### src/rtl/loop_controller_pkg.sv
// ---------------------------------------------------------------------------
// loop_controller_pkg
//   Shared definitions for the loop controller and the blocks around it
//   (counter bench, top-level datapath).
//   - DEF_N   : default width of the controlled up-counter
//   - DEF_P_W : default width of the pass-count / pass-index fields
//   - state_e : controller state encoding, fixed so other blocks can decode it
// ---------------------------------------------------------------------------
package loop_controller_pkg;

    localparam int DEF_N   = 6;
    localparam int DEF_P_W = 3;

    typedef enum logic [1:0] {
        IDLE  = 2'd0,
        LOAD  = 2'd1,
        COUNT = 2'd2,
        DONE  = 2'd3
    } state_e;

endpackage

### src/rtl/loop_controller.sv
// ---------------------------------------------------------------------------
// loop_controller
//   Control FSM sitting directly upstream of a loadable up-counter. Each pass
//   loads the counter with a start value and lets it count to all-ones; the
//   whole sequence repeats for a programmable number of passes.
//
// Ports
//   clk         in   system clock, rising edge
//   rst         in   synchronous, active-high reset
//   start       in   run request, sampled only in IDLE
//   init_val    in   [N]   counter start value, latched on accepted start
//   num_passes  in   [P_W] number of passes, latched on accepted start
//   stall       in   freezes counting while in COUNT
//   co          in   counter carry-out (en AND all-ones), combinational
//   cnt_en      out  counter enable
//   cnt_ld      out  counter load strobe
//   cnt_init    out  [N]   counter load value (latched init_val)
//   busy        out  high in LOAD and COUNT
//   pass_done   out  one-cycle pulse in the cycle after each pass completes
//   pass_idx    out  [P_W] 0-based index of the current pass
//   done        out  one-cycle pulse on completion of the whole run
// ---------------------------------------------------------------------------
module loop_controller
    import loop_controller_pkg::*;
#(
    parameter int N   = DEF_N,
    parameter int P_W = DEF_P_W
) (
    input  logic           clk,
    input  logic           rst,
    input  logic           start,
    input  logic [N-1:0]   init_val,
    input  logic [P_W-1:0] num_passes,
    input  logic           stall,
    input  logic           co,
    output logic           cnt_en,
    output logic           cnt_ld,
    output logic [N-1:0]   cnt_init,
    output logic           busy,
    output logic           pass_done,
    output logic [P_W-1:0] pass_idx,
    output logic           done
);

    state_e         state_q,     state_d;
    logic [N-1:0]   init_q,      init_d;
    logic [P_W-1:0] passes_q,    passes_d;
    logic [P_W-1:0] idx_q,       idx_d;
    logic           pass_done_q, pass_done_d;
    logic           last_pass;

    // Index arithmetic is modulo 2^P_W; the equality compare is why the
    // largest usable pass count is 2^P_W-1.
    assign last_pass = (idx_q == P_W'(passes_q - P_W'(1)));

    always_comb begin
        // NOTE: every variable gets a default before the case so no path
        // leaves it unassigned, which would otherwise infer a latch.
        state_d     = state_q;
        init_d      = init_q;
        passes_d    = passes_q;
        idx_d       = idx_q;
        pass_done_d = 1'b0;

        case (state_q)
            IDLE: begin
                if (start) begin
                    if (num_passes != '0) begin
                        init_d   = init_val;
                        passes_d = num_passes;
                        idx_d    = '0;
                        state_d  = LOAD;
                    end else begin
                        // Nothing to count: report completion without a load.
                        state_d = DONE;
                    end
                end
            end
            LOAD: state_d = COUNT;
            COUNT: begin
                // co only means anything here; it is already gated by cnt_en,
                // so a stalled all-ones cycle cannot end the pass.
                if (co) begin
                    pass_done_d = 1'b1;
                    if (last_pass) begin
                        state_d = DONE;
                    end else begin
                        idx_d   = idx_q + P_W'(1);
                        state_d = LOAD;
                    end
                end
            end
            DONE:    state_d = IDLE;
            default: state_d = IDLE;
        endcase
    end

    always_ff @(posedge clk) begin
        // NOTE: state registers use non-blocking assignments so every
        // register samples the pre-edge values, independent of statement order.
        if (rst) begin
            state_q     <= IDLE;
            init_q      <= '0;
            passes_q    <= '0;
            idx_q       <= '0;
            pass_done_q <= 1'b0;
        end else begin
            state_q     <= state_d;
            init_q      <= init_d;
            passes_q    <= passes_d;
            idx_q       <= idx_d;
            pass_done_q <= pass_done_d;
        end
    end

    // Moore decode of the registered state; only cnt_en also looks at stall
    // so a frozen cycle takes effect in the same cycle.
    assign cnt_ld    = (state_q == LOAD);
    assign cnt_en    = (state_q == COUNT) && !stall;
    assign busy      = (state_q == LOAD) || (state_q == COUNT);
    assign done      = (state_q == DONE);
    assign cnt_init  = init_q;
    assign pass_idx  = idx_q;
    assign pass_done = pass_done_q;

endmodule

### config.mk
export PLATFORM = sky130hd
export DESIGN_NAME = loop_controller
export DESIGN_NICKNAME = d
export VERILOG_FILES = /design/src/rtl/loop_controller_pkg.sv /design/src/rtl/loop_controller.sv
export SDC_FILE = /design/constraint.sdc
export NUM_CORES = 1
export LEC_CHECK = 0
export ABC_CLOCK_PERIOD_IN_PS = 1800
export CORE_MARGIN = 2
export CORE_UTILIZATION = 30
export DETAILED_ROUTE_END_ITERATION = 10
export GPL_TIMING_DRIVEN = 0
export PLACE_DENSITY = 0.65
export SLEW_MARGIN = 20
export SYNTH_ARGS = -nofsm -noshare
export SYNTH_HDL_FRONTEND = slang
export SYNTH_SLANG_ARGS = --single-unit
### constraint.sdc
create_clock -name clk -period 1.8 [get_ports clk]
set_input_delay 0.18 -clock clk [delete_from_list [all_inputs] [get_ports clk]]
set_output_delay 0.18 -clock clk [all_outputs]
set_load 0.005 [all_outputs]
* Word-level counts from Yosys, hierarchy flattened
Index checks and enable logic that the tools add are counted.
Word-level totals: bits in registers 15, latch bits 0, RAM bits 0, memory bits (read-only) 0, word-level logic and storage cells 37, memories kept 0
Operators by class: add/subtract/negate cells 2, multipliers 0, divide/modulo/power cells 0, $lt $le $gt $ge 0, eq/ne operators 8, shifts and indexed selects 0, multiplexer cells 11, bitwise operators 1, reductions and logical operators 10
Operators with widths (number):
- $mux 3 | 4
- $mux 2 | 4
- $ne 2x2->1 const B | 4
- $pmux 2 s4 | 1
- $pmux 3 s2 | 1
- $reduce_and 5->1 | 1
- $eq 2x2->1 const B | 2
- $add 3x1->3 const B | 1
- $eq 3x3->1 | 1
- $reduce_and 3->1 | 1
- $reduce_bool 3->1 | 1
- $sub 3x1->3 const B | 1
- $eq 2x1->1 const B | 1
- $logic_not 2->1 | 1
- $reduce_and 2->1 | 1
- $reduce_bool 2->1 | 1
- $reduce_or 2->1 | 1
- $logic_and 1x1->1 | 1
- $logic_not 1->1 | 1
- $logic_or 1x1->1 | 1
- $mux 1 | 1
- $not 1->1 | 1

* Depth between registers and ports, before layout
Gate-level depths: netlist (run 1).
word-level depth 5, depth in mapped cells 7, gate-level depth less buffers 6

* Least setup slack after synthesis (run 1)
No wires, ideal clock.
kind register -> register, start reg state_q[0], end reg idx_q[0], in the netlist pass_idx[0], library setup time 70 ps, arrival 1883 ps, slack -154 ps, cell stages (with the launch flop) 8, path buffers 1, path through dfxtp_1 -> inv_1 -> ha_1 -> buf_6 -> nor2b_4 -> or4_4 -> or4_1 -> a21oi_1
On the way: word-level cells in the longest chain between the ends 3
RTL lines:
- start, declared | RTL line loop_controller.sv:45 | state_e state_q, state_d;
- start signal, assigned | RTL line loop_controller.sv:108 | state_q <= state_d;
- $eq 2x2->1 / $logic_not 2->1 (equally long branches) | RTL line loop_controller.sv:65 | case (state_q)
- $ne 2x2->1 (no line) / $reduce_bool 2->1 (equally long branches)
- $reduce_and 5->1 (no line)
- end signal, assigned | RTL line loop_controller.sv:111 | idx_q <= idx_d;
- end, declared | RTL line loop_controller.sv:48 | logic [P_W-1:0] idx_q, idx_d;
Several ways; a longest one is shown, not always the timed one. A chain may end at the register's enable or synchronous reset.

* Worst setup path in the final report (run 1)
start reg state_q[1], end reg idx_q[0], in the netlist pass_idx[0]
The elaborated chain is that of the path after synthesis.

==> metrics.txt, run 1 <==
outcome finished, violations left; failing checks negative setup slack; hold_sp init_val[3]; Layout area overhead 56.35%; antenna-violating nets left 0; vias per cell approximately 4.8; total clock sinks 15; total global-route track usage 0.1333; share of layout cells above drive strength 1 0.2016; headroom to the max-slew limit 0.6734; FF-to-FF path depth 6; # setup viols final 1; Crit. End Element register; post-synthesis register bit count 15; fmax 532.4 MHz; Max H-tree Level 1; CP arrival 2100 ps; Worst-Margin Slew 489.9 ps; Setup WS post-layout -78.32 ps; Worst Hold Class in -> reg; Site Rows 18; setup TNS after final layout -78.32 ps; ANT cells 0; WL/cell 12.09 um; Min-Delay Endpoint cnt_init[3]; die width 55.26 um; max cap viols 0; Final HPWL DP 1.335 mm; pre-CTS setup slack -231.7 ps; Pre-antenna DRT Iters 4; Total Wirelength about 1.9 mm; Syn Std Cell Area just under 800 um^2; initial antenna violation count 0; register area share after synthesis 0.3810; clock slew at reported path FFs 90 ps; DR DRC count 0; Worst R2R End pass_idx[0]; port bufs 27; Setup CP Type reg -> reg; CP required 2020 ps; vias in the first global route 709; Pwr Total 1.538 mW; CTS tree yes; Mapped Cells a little over 90; Leakage 0.4802 nW; initial drt markers 14; die area ~3100 um^2; Clock Skew 0.9009 ps; via count 759; pwr dens 1248 nW/um^2; Clock Path Buffers 2; Post-Syn Area per Cell 8.568 um^2; core area approximately 2500 um^2; Total Nets Final 151; Slew Viols, Final 0; Final Wtd Congestion 0.8351; largest net degree at the start of global routing 11; Period Utilization, post-route 1.044; total global routing overflow 0; latest clock arrival within the worst-skew pair 280 ps; CTS Buf Count 3; first-pass GRT wire length approximately 3.2 mm; R2R Setup Slk -80 ps; final worst path period need around 1900 ps; Root Buffer clkbuf_4; Final Hold Vio Count 0; I/O Pins 28; syn nets 113; Peak VDD IR 0.7392 mV; Initial Util 0.3182; final-layout fill cell count about 270; worst-path fanout max 5; Reg-to-Reg Start state_q[1]; CP Launch Type register; Core Util, Final 0.4975; RSZ-0062 raised after global routing true; post-synth cell types 29; hold path depth 3; height of the chip 55.26 um; YS warnings 0
-- flip-flops by register name, summed over array words and instances (netlist names) --
| register | flops |
|---|---|
| cnt_init | 6 |
| pass_idx | 3 |
| state_q | 2 |
| pass_done | 1 |
| passes_q | 3 |
-- worst max-delay path by stage --
stage | from | to | slack, ps | cells after the start
3_5_place_dp | state_q[1] | pass_idx[0] | -230 | 6
6_report | state_q[1] | pass_idx[0] | -80 | 6
5_1_grt | state_q[0] | pass_idx[0] | -150 | 6
4_1_cts | state_q[0] | pass_idx[0] | -70 | 7
2_1_floorplan | state_q[1] | pass_idx[0] | -110 | 6
3_3_place_gp | state_q[1] | pass_idx[0] | -210 | 6
-- placed cells by master, fill, tap and decap left out --
cell type        netlist  routed
clkinv_2               0       1
nand3_1                1       1
clkbuf_4               0       3
dfxtp_4                0       1
o21ai_1                3       2
clkdlybuf4s50_1        0      26
a21oi_1               12      11
or3_1                  1       1
nor4_1                 1       1
dlygate4sd2_1          0       1
buf_6                  1       1
nor3_1                 2       2
and2b_1                1       1
and4_2                 1       1
a211oi_1               1       1
nor2b_4                1       2
nand2_1               19      19
o31ai_4                0       1
clkbuf_1               2       2
ha_1                   7       5
dfxtp_2                0       1
xor2_1                 2       2
inv_2                  0       1
or2_1                  1       1
ha_4                   0       2
inv_1                  5       3
dfxtp_1               15      13
nand4_1                3       3
and3_1                 1       1
a21oi_2                0       1
nor2_1                 4       4
nor4b_2                1       1
or4_4                  1       2
xnor3_1                1       1
a211o_1                1       1
o21ai_2                0       1
inv_4                  0       1
buf_4                  0       6
nand3b_1               1       1
-- cell type report --
| type | instances | area [um^2] | share of cell area |
|---|---|---|---|
| repair buffers | 34 | 325.3 | 0.2640 |
| inverters | 5 | 21.27 | 0.01726 |
| clock buffers | 3 | 22.52 | 0.01827 |
| well taps | 30 | 37.54 | 0.03046 |
| multi-input cells | 69 | 508.0 | 0.4122 |
| plain buffers | 2 | 7.507 | 0.006091 |
| flip-flops and latches | 15 | 305.3 | 0.2477 |
| clock inverters | 1 | 5.005 | 0.004061 |
-- report_power, final --
group	switching, mW	internal (mW)	total [mW]
combinational	0.390	0.494	0.885
sequential	0.0563	0.406	0.462
clock	0.109	0.0824	0.191
total	0.555	0.983	1.54
-- logic make-up after synthesis --
| group | count (synthesis) | share of synthesized area |
|---|---|---|
| adders and majority gates | 7 | 0.1111 |
| and+or+nand+nor | 41 | 0.2841 |
| DFF | 15 | 0.3810 |
| xor gates and xnor gates | 3 | 0.05080 |
| AOI/OAI and AO/OA | 18 | 0.1254 |
| buffers and inverters | 8 | 0.04762 |
-- synth_stat cells --
library cell | instances | area share
dfxtp_1 | 15 | 0.38
nor2b_4 | 1 | 0.017
or4_1 | 1 | 0.0095
nand2_1 | 19 | 0.090
and3_1 | 1 | 0.0079
clkbuf_1 | 2 | 0.0095
or2_1 | 1 | 0.0079
nor3_1 | 2 | 0.013
buf_6 | 1 | 0.014
nor4_1 | 1 | 0.0079
or4_4 | 1 | 0.014
o21ai_1 | 3 | 0.019
xor2_1 | 2 | 0.022
o31ai_1 | 1 | 0.0095
and2b_1 | 1 | 0.0095
a21oi_1 | 12 | 0.076
and4_2 | 1 | 0.013
ha_1 | 7 | 0.11
nor4b_2 | 1 | 0.019
nand4_1 | 3 | 0.024
or3_1 | 1 | 0.0079
nor2_1 | 4 | 0.019
nand3_1 | 1 | 0.0063
nor2b_1 | 1 | 0.0079
nand3b_1 | 1 | 0.0095
inv_1 | 5 | 0.024
a211oi_1 | 1 | 0.0095
a211o_1 | 1 | 0.011
xnor3_1 | 1 | 0.029
-- critical path, cell delays in order, from the launching register on --
cell and delay [ps]:
dfxtp_4 390, inv_2 50, ha_4 160, nor2b_4 130, or4_4 550, or4_4 420
a21oi_2 120
-- per-stage QoR --
stage / area, um^2 / std cells / hold slack [ps]
after floorplan: 789.5 / 92 / 245.3
after global placement: 1097 / 149 / 442.5
after detailed placement: 1097 / 149 / 447.5
after CTS: 1196 / 158 / 436.9
after global routing: 1232 / 159 / 423.1
final: 1232 / 159 / 445.9
-- metal layers --
| metal | wire [um] | global-route usage | vias up |
|---|---|---|---|
| li1 | - | - | 395 |
| met1 | 892 | 0.1609 | 336 |
| met2 | 919 | 0.2194 | 24 |
| met3 | 80 | 0.04215 | 4 |
| met4 | 28 | 0.05226 | 0 |
| met5 | 0 | 0 | - |
-- what timing repair did --
| item | CTS | global route |
|---|---|---|
| hold buffers | 0 | 0 |
| buffers inserted | 5 | 2 |
| resized for setup | 11 | 6 |
| pin swaps | 2 | 1 |
| endpoints found under the setup margin | 3 | 3 |
Power figures use the tool's default switching activity.
==> run 2, diff against run 1 <==
- CAP_MARGIN: unset -> 15
- CTS_BUF_LIST: unset -> sky130_fd_sc_hd__clkbuf_2
==> run 2 against run 1 <==
Compared with the run above:
- the run still ends with negative setup slack left
- combinational power barely moved
- die area did not move
- via count fell by 1.1%
- non-clock buffer count did not move
- worst hold slack got worse by 18 ps
- count of clock-buffer cells in the layout did not move
- global-route usage fell by 0.24 points
- critical path type unchanged
- total power fell by 1.7%
- sequential share of layout area rose by 0.15 points
- sequential power barely moved
- final area fell by 0.61%
==> metrics.txt, run 2 (synthesis gave the netlist of run 1 again) <==
via count 751 (-1.1%); CTS tree yes; RSZ-0062 raised after global routing true; WL/cell 12.14 um (+0.47%); final worst path period need 1892 ps (+13.94 ps); antenna-violating nets left 0 (unchanged); CP arrival 2130 ps (+30 ps); I/O Pins 28 (unchanged); total clock sinks 15 (unchanged); Final HPWL DP 1.335 mm (unchanged); initial drt markers 11 (-3); first-pass GRT wire length 3.153 mm (-1.3%); CP most frequent cell or4_4; ANT cells 0 (unchanged); Max H-tree Level 1 (unchanged); Total Nets Final 151 (unchanged); critical path's top delay family simple AND/OR/NAND/NOR gates; total global routing overflow 0 (unchanged); Pre-antenna DRT Iters 4 (unchanged); worst-path fanout max 5 (unchanged); R2R Setup Slk -90 ps (about the same); Final Wtd Congestion 0.8351 (unchanged); Largest register FFs 6 (unchanged); pwr dens 1234 nW/um^2 (-1.1%); multi-input gate area in the final layout 508.0 um^2 (unchanged); Clock Skew 2.269 ps (+1.368 ps); Final Hold Vio Count 0 (unchanged); met3 usage 0.03747 (-0.004684); CTS Buf Count 3 (unchanged); Root Buffer clkbuf_2; Register Area 305.3 um^2 (unchanged); Setup CP Type reg -> reg; DR DRC count 0 (unchanged); Final Cell Area 1225 um^2 (-0.61%); fmax 528.5 MHz (-0.74%); die width 55.26 um (unchanged); Peak VDD IR 0.7390 mV (about the same); Reg-to-Reg Start state_q[1]; CP max-delay cell or4_4; Period Utilization, post-route 1.051 (+0.007742); core area 2477 um^2 (unchanged); hold_sp init_val[3]; most common cell after layout, fill and taps aside clkdlybuf4s50_1; Clock Path Buffers 2 (unchanged); FF-to-FF path depth 6 (unchanged); GRT met2 Usage 0.2075 (-0.01190); Slew Viols, Final 0 (unchanged); Site Rows 18 (unchanged); Crit. End Element register; Worst R2R End pass_idx[0]; clock slew at reported path FFs 150 ps (+60 ps); Worst Hold Class in -> reg; Min-Delay Endpoint cnt_init[3]; met1 Use GR 0.1638 (+0.002899); max cap viols 0 (unchanged); total global-route track usage 0.1309 (-0.002441); Initial Util 0.3182 (unchanged); latest clock arrival within the worst-skew pair 280 ps (about the same); Setup WS post-layout -92.26 ps (-13.94 ps); Cell Area, Placed 1097 um^2 (unchanged); Leakage 0.4788 nW (-0.28%); pre-CTS setup slack -231.7 ps (unchanged); # setup viols final 1 (unchanged); setup TNS after final layout -92.26 ps (-13.94 ps); CP required 2030 ps (about the same); final-layout fill cell count 266 (-0.37%); height of the chip 55.26 um (unchanged); die area 3054 um^2 (unchanged); most crowded layer after global routing met2; CP Buf/Inv Count 1 (unchanged); CP cell instances inv_2 > ha_4 > nor2b_4 > or4_4 > or4_4 > a21oi_2; Layout area overhead 55.40%; largest net degree at the start of global routing 11 (unchanged); vias in the first global route 712 (+0.42%); Inst Count DP 149 (unchanged); Worst path max stage delay 550 ps (about the same); Worst-Margin Slew 488.1 ps (-1.820 ps); failing checks negative setup slack; initial antenna violation count 0 (unchanged); outcome finished, violations left; port bufs 27 (unchanged); CP Launch Type register; headroom to the max-slew limit 0.6746 (+0.001213); fin cells 159 (unchanged); hold path depth 3 (unchanged); Total Wirelength 1.931 mm (+0.47%); share of layout cells above drive strength 1 0.2016 (unchanged); vias per cell 4.723 (-1.1%); most frequent cells in the layout 26 x clkdlybuf4s50_1, 19 x nand2_1, 13 x dfxtp_1, 11 x a21oi_1, 6 x buf_4
-- run 2: final cells by class --
cell class | instances | area share
tap | 30 | 0.03064
inverter | 5 | 0.01736
clock buffer | 3 | 0.01226
clock inverter | 1 | 0.004086
sequential | 15 | 0.2492
multi-input combinational | 69 | 0.4147
timing repair buffer | 34 | 0.2656
buffer | 2 | 0.006129
-- run 2: routing by layer --
metal  vias up  routed length, um
met4         0                 27
met2        18                911
met3         4                 71
met5         -                  0
met1       335                920
li1        394                  -
-- run 2: worst max-delay path by stage --
stage | end | startpoint | slack [ps] | cells past startpoint
final | pass_idx[0] | state_q[1] | -90 | 6
after global routing | pass_idx[0] | state_q[0] | -180 | 6
after CTS | pass_idx[0] | state_q[0] | -80 | 7
after detailed placement | pass_idx[0] | state_q[1] | -230 | 6
after global placement | pass_idx[0] | state_q[1] | -210 | 6
after floorplan | pass_idx[0] | state_q[1] | -110 | 6
-- run 2: worst min-delay path, cell delays in order --
cell             delay [ps]
clkdlybuf4s50_1         400
nand2_1                  60
a21oi_1                  50
-- run 2: power breakdown --
part	switching [mW]	internal, mW	leakage (nW)
clock	0.113	0.0503	0.0164
combinational	0.391	0.494	0.339
sequential	0.0567	0.406	0.123
total	0.561	0.950	0.479
-- run 2: repair_timing --
action / CTS / global route
pin swaps: 2 / 1
hold buffers: 0 / 0
setup endpoints to repair: 3 / 3
setup buffers: 5 / 2
resized for setup: 11 / 6
-- run 2: stage by stage --
step             util  power [mW]  hold WS, ps
5_1_grt        0.4944       1.635        394.7
6_report       0.4944       1.511        428.1
3_5_place_dp   0.4429       1.118        447.5
3_3_place_gp   0.4429       1.097        442.5
2_1_floorplan       -      0.8603        245.3
4_1_cts        0.4798       1.443        411.1
